$ cat src/rtl/jk_universal_reg.sv
// WIDTH-bit register with per-bit JK, parallel load, up/down count and
// bidirectional shift modes; synchronous clear has highest priority.
module jk_universal_reg #(
    parameter int unsigned      WIDTH     = 8,
    parameter bit               SATURATE  = 1'b0,
    parameter logic [WIDTH-1:0] RESET_VAL = '0
) (
    input  logic             clk,
    input  logic             clr,
    input  logic             enable,
    input  logic [1:0]       mode,
    input  logic             dir,
    input  logic [WIDTH-1:0] j,
    input  logic [WIDTH-1:0] k,
    input  logic [WIDTH-1:0] d,
    input  logic             ser_in,
    output logic [WIDTH-1:0] q,
    output logic [WIDTH-1:0] qbar,
    output logic             ser_out,
    output logic             tc,
    output logic             ovf
);

    typedef enum logic [1:0] {
        MODE_JK    = 2'b00,
        MODE_LOAD  = 2'b01,
        MODE_COUNT = 2'b10,
        MODE_SHIFT = 2'b11
    } mode_e;

    localparam logic [WIDTH-1:0] ONE = {{(WIDTH-1){1'b0}}, 1'b1};

    mode_e            op;
    logic [WIDTH-1:0] q_next;
    logic             ovf_next;

    assign op      = mode_e'(mode);
    assign qbar    = ~q;
    assign ser_out = dir ? q[WIDTH-1] : q[0];
    assign tc      = dir ? (&q) : ~(|q);

    always_comb begin
        q_next   = q;
        ovf_next = 1'b0;
        unique case (op)
            // Per-bit JK characteristic equation: q+ = j&~q | ~k&q
            MODE_JK:    q_next = (j & ~q) | (~k & q);
            MODE_LOAD:  q_next = d;
            MODE_COUNT: begin
                if (tc) begin
                    ovf_next = 1'b1;
                    if (!SATURATE) q_next = dir ? '0 : '1;
                end else begin
                    q_next = dir ? (q + ONE) : (q - ONE);
                end
            end
            MODE_SHIFT: q_next = dir ? {q[WIDTH-2:0], ser_in} : {ser_in, q[WIDTH-1:1]};
            default:    q_next = q;
        endcase
    end

    always_ff @(posedge clk) begin
        if (clr) begin
            q   <= RESET_VAL;
            ovf <= 1'b0;
        end else if (enable) begin
            q   <= q_next;
            ovf <= ovf_next;
        end else begin
            ovf <= 1'b0;
        end
    end

endmodule

$ cat config.mk
export PLATFORM = sky130hd
export DESIGN_NAME = jk_universal_reg
export DESIGN_NICKNAME = d
export VERILOG_FILES = /design/src/rtl/jk_universal_reg.sv
export SDC_FILE = /design/constraint.sdc
export NUM_CORES = 1
export LEC_CHECK = 0
export CAP_MARGIN = 20
export CELL_PAD_IN_SITES_DETAIL_PLACEMENT = 1
export CELL_PAD_IN_SITES_GLOBAL_PLACEMENT = 2
export CORE_MARGIN = 5
export CORE_UTILIZATION = 24
export DETAILED_ROUTE_END_ITERATION = 16
export MAX_ROUTING_LAYER = met4
export PLACE_DENSITY_LB_ADDON = 0.1
export SYNTH_ARGS = -nofsm -noshare
export SYNTH_HDL_FRONTEND = slang
export SYNTH_SLANG_ARGS = --single-unit
$ cat constraint.sdc
create_clock -name clk -period 5.1 [get_ports clk]
set_input_delay 1.02 -clock clk [delete_from_list [all_inputs] [get_ports clk]]
set_output_delay 1.02 -clock clk [all_outputs]
set_load 0.01 [all_outputs]
# Word level (Yosys, flattened, before mapping)
# Index checks and enable logic that the tools add are counted.
# totals
register_bits	9
latch_bits	0
ramBits	0
romBits	0
out_inout_bits	19
wordCells	27
memories	0
# op_classes
addsub	2
mul	0
div	0
n_lt_le_gt_ge	0
n_eq_ne	3
shifts	0
mux	8
bitwise_logic	8
n_reduce_logical	4
# ops
op	count
two-way mux 8 bit	4
one-hot mux 8 bit (4 select lines)	1
bitwise AND 8 bit	2
inverter 8 bit	2
adder 8 x 1 -> 8 bit, second input constant	1
bitwise OR 8 bit	1
AND reduction 8 bit	1
OR reduction 8 bit	1
subtractor 8 x 1 -> 8 bit, second input constant	1
equality test 2 bit, second input constant	2
two-way mux 1 bit	3
inverter 1 bit	3
OR reduction 3 bit	1
equality test 2 x 1 -> 1 bit, second input constant	1
zero test 2 bit	1

# Depth between registers and ports, before layout
# Gate-level depths: netlist (run 1).
# depth
ltp_word	5
mapped_depth	8
mapped_depth_nobuf	7

# Worst setup path after synthesis (run 1)
# No wires, ideal clock.
# synth_path
path_kind	input-to-output
from	input dir
to	output tc
t_arrival_ns	1.658
t_required_ns	4.080
path_slack_ns	2.422
stages	4
path_cell_list	inv_1 -> and4_4 -> or2_1 -> buf_6
# synth_between
elab_chain_len	1
# synth_lines
item	line_no	source
start, declared	12	input logic dir,
two-way mux 1 bit	40	assign tc = dir ? (&q) : ~(|q);
end, declared	20	output logic tc,
# Every way passes these cells.

# Worst setup path in the final report (run 1)
# Same ends and word-level chain as after synthesis.

==> metrics.md, run 1 <==
| Metric | Value |
|---|---|
| Clock sinks | 9 |
| Crit path required time | 4.08 ns |
| H-tree lvl count | 1 |
| Crit share post-route | 85.2% |
| Synth Area in Compound Gates | 33.5% |
| Initial Util | 24.4% |
| Slew Limit Fails | 0 |
| Total power | 0.000328 W |
| GP Congestion | 0.831 |
| DIE AREA | 6210 um2 |
| # IOs | 50 |
| Leak | 0.634 nW |
| Grt ovf | 0 |
| Share of cells above drive strength 1 | 6.19% |
| Post-Synth Simple-Gate Area | 24.0% |
| Post-synthesis mux area share | 6.17% |
| Port bufs | 49 |
| Final hold vios | 0 |
| Syn. warnings | 0 |
| Vias in the first global route | 1,399 |
| First-pass GRT wire length | 7100 um |
| CTS root buf | clkbuf_8 |
| Detail Placement HPWL | 3420 um |
| Final min period | 4.35 ns |
| Setup TNS | 0 ns |
| Reg2reg start | q[0] |
| Post-layout util | 36.2% |
| Critical path capture point type | primary output |
| Drt wl/cell | 17.0 um |
| R2R Path End | q[6] |
| Worst Hold Depth | 2 |
| Via/cell ratio | 5.25 |
| Die X | 78.8 um |
| Xor and xnor fraction of the mapped netlist area | 3.85% |
| R2r worst-path depth | 7 |
| Die H | 78.8 um |
| Register area share after synthesis | 15.9% |
| Clk_skew | 0.00204 ns |
| Reg2reg setup slack | 2.91 ns |
| Hold path endpoint | q[0] |
| Max frequency | 230 MHz |
| Post-Synth Adder-Cell Area | 8.37% |
| Initial drt markers | 44 |
| Hold Path Class | reg -> reg |
| PostCTS Resize Cnt | 0 |
| WP data arrival | 3.33 ns |
| Ys flop type | dfxtp_1 |
| Post-CTS setup buffer count | 0 |
| Syn nets | 189 |
| Post-synth EDFFs | 0 |
| Synth cell types | 40 |
| Mapped Cells | 151 |
| Ant. Diodes | 0 |
| Power Density | 194 nW/um2 |
| Initial antenna violation count | 0 |
| Nets | 233 |
| Via count | 1,303 |
| Setup violations, final | 0 |
| Overall global routing resource usage | 14.6% |
| Max VDD drop | 0.0000502 V |
| Drt total wl | 4210 um |
| Max Root-Sink Buffers | 2 |
| CTS Buf Count | 3 |
| DRC viols | 0 |
| Max-slew headroom | 54.5% |
| Worst skew pair latency | 0.23 ns |
| Clock transition at path regs | 0.04 ns |
| Status | complete, no violations |
| Maxcap violations | 0 |
| Largest net degree at the start of global routing | 19 |
| Synth Register Bits | 9 |
| Worst hold start | q[0] |
| Largest family of logic cells by synthesized area | compound AO/OA/AOI/OAI gates |
| DRT Pass-1 Iters | 4 |
| CTS tree | built |
| CP Max Fanout | 13 |
| Avg Inst Size Synth | 7.52 um2 |
| Post-route ant nets | 0 |
| Crit path launch type | input port |
| Mapped cell area | 1140 um2 |
| Tightest Pin Transition | 0.681 ns |
| Area grow syn2layout | 48.5% |
| RSZ-0062 raised after global routing | false |
| Cell row count | 25 |
| Ys async rst share | 0% |
| Floorplan core area | 4660 um2 |
| Post-CTS Hold Fix Bufs | 0 |
| Setup Crit Path Kind | in -> out |
-- worst max-delay path by stage --
stage / end / startpoint / depth (start not counted)
5_1_grt: tc / dir / 5
3_3_place_gp: tc / dir / 5
3_5_place_dp: tc / dir / 5
6_report: tc / dir / 5
4_1_cts: tc / dir / 5
2_1_floorplan: tc / dir / 4
-- Yosys cell counts (2+ instances only) --
library cell / count / area share, %
nand3_1: 2 / 0.88
a211oi_1: 7 / 4.6
o21bai_1: 2 / 1.3
o221a_2: 6 / 5.9
o221ai_1: 3 / 2.3
nor2b_1: 5 / 2.8
a21oi_1: 18 / 7.9
o31ai_1: 2 / 1.3
o21ai_0: 8 / 3.5
xnor2_1: 4 / 3.1
nand2b_1: 13 / 7.2
nor2_1: 10 / 3.3
buf_2: 3 / 1.3
dfxtp_1: 9 / 16
o31a_1: 2 / 1.5
nor3_1: 3 / 1.3
ha_1: 6 / 6.6
nand2_1: 6 / 2.0
clkbuf_1: 4 / 1.3
mux2i_1: 7 / 6.2
or2b_1: 2 / 1.3
inv_1: 11 / 3.6
-- where the power goes --
| part | switching, W | internal (W) | total, W |
|---|---|---|---|
| clock network | 0.0000271 | 0.0000544 | 0.0000815 |
| registers | 0.0000163 | 0.0000763 | 0.0000926 |
| logic | 0.0000690 | 0.0000845 | 0.000153 |
-- metal layers --
metal,routed length [um],track usage (%),vias up
met5,0,-,-
met4,37,4.90,0
met3,131,1.81,4
met2,2060,24.5,35
met1,1990,18.0,625
li1,-,-,639
-- metrics by stage --
step                hold WS, ns  setup slack (ns)  instances  instance area, um2
floorplan                 0.583              2.42        151                1140
global placement          0.620             0.770        244                1640
detailed placement        0.630             0.732        244                1640
CTS                       0.646             0.727        248                1690
global route              0.686             0.621        248                1690
finish                    0.634             0.754        248                1690
-- cell type report --
type	instances	area, um2
inverters	11	41.3
repair buffers	49	490
well taps	54	67.6
fillers	569	2970
clock buffers	4	45.0
multi-input cells	121	862
flip-flops and latches	9	180
-- worst max-delay path, cell delays in order --
cell and delay (ns):
clkdlybuf4s50_1 0.91, inv_1 0.33, and4_4 0.27, or2_1 0.29, clkdlybuf4s50_1 0.50
-- cells in the final DEF, fill, tap and decap left out --
cell,count
a211oi_1,7
a21boi_0,1
a21o_1,1
a21oi_1,18
a311oi_1,1
and3b_1,1
and4_4,1
and4bb_2,1
clkbuf_1,1
clkbuf_8,3
clkdlybuf4s50_1,49
dfxtp_1,9
fa_1,1
ha_1,6
inv_1,11
mux2i_1,7
nand2_1,6
nand2b_1,13
nand3_1,2
nand4_1,1
nor2_1,10
nor2b_1,5
nor3_1,3
nor4_1,1
nor4b_1,1
o21a_1,1
o21ai_0,8
o21bai_1,2
o221a_2,6
o221ai_1,3
o22a_1,1
o31a_1,2
o31ai_1,2
o41ai_2,1
or2_1,1
or2b_1,2
xnor2_1,4
xor2_1,1
-- state kept, by name (all words and copies together) (netlist names) --
| name | flops |
|---|---|
| q | 8 |
| ovf | 1 |
-- cell families (layout without fill, tap and decap cells) --
group                      count (synthesis)  in the layout
DFF                                        9              9
adders and majority gates                  7              7
muxes                                      7              7
and+or+nand+nor                           48             48
AOI/OAI and AO/OA                         54             54
buffers and inverters                     21             64
xor gates and xnor gates                   5              5
No activity file was read; power rests on OpenSTA's default activity.
==> run 2: changes to the inputs <==
--- a/config.mk
+++ b/config.mk
@@ -13,6 +13,7 @@
 export DETAILED_ROUTE_END_ITERATION = 16
 export MAX_ROUTING_LAYER = met4
 export PLACE_DENSITY_LB_ADDON = 0.1
+export SKIP_LAST_GASP = 1
 export SYNTH_ARGS = -nofsm -noshare
 export SYNTH_HDL_FRONTEND = slang
 export SYNTH_SLANG_ARGS = --single-unit
==> results of run 2 <==
Same layout as run 1: the final DEF is identical, and so are final timing and power.
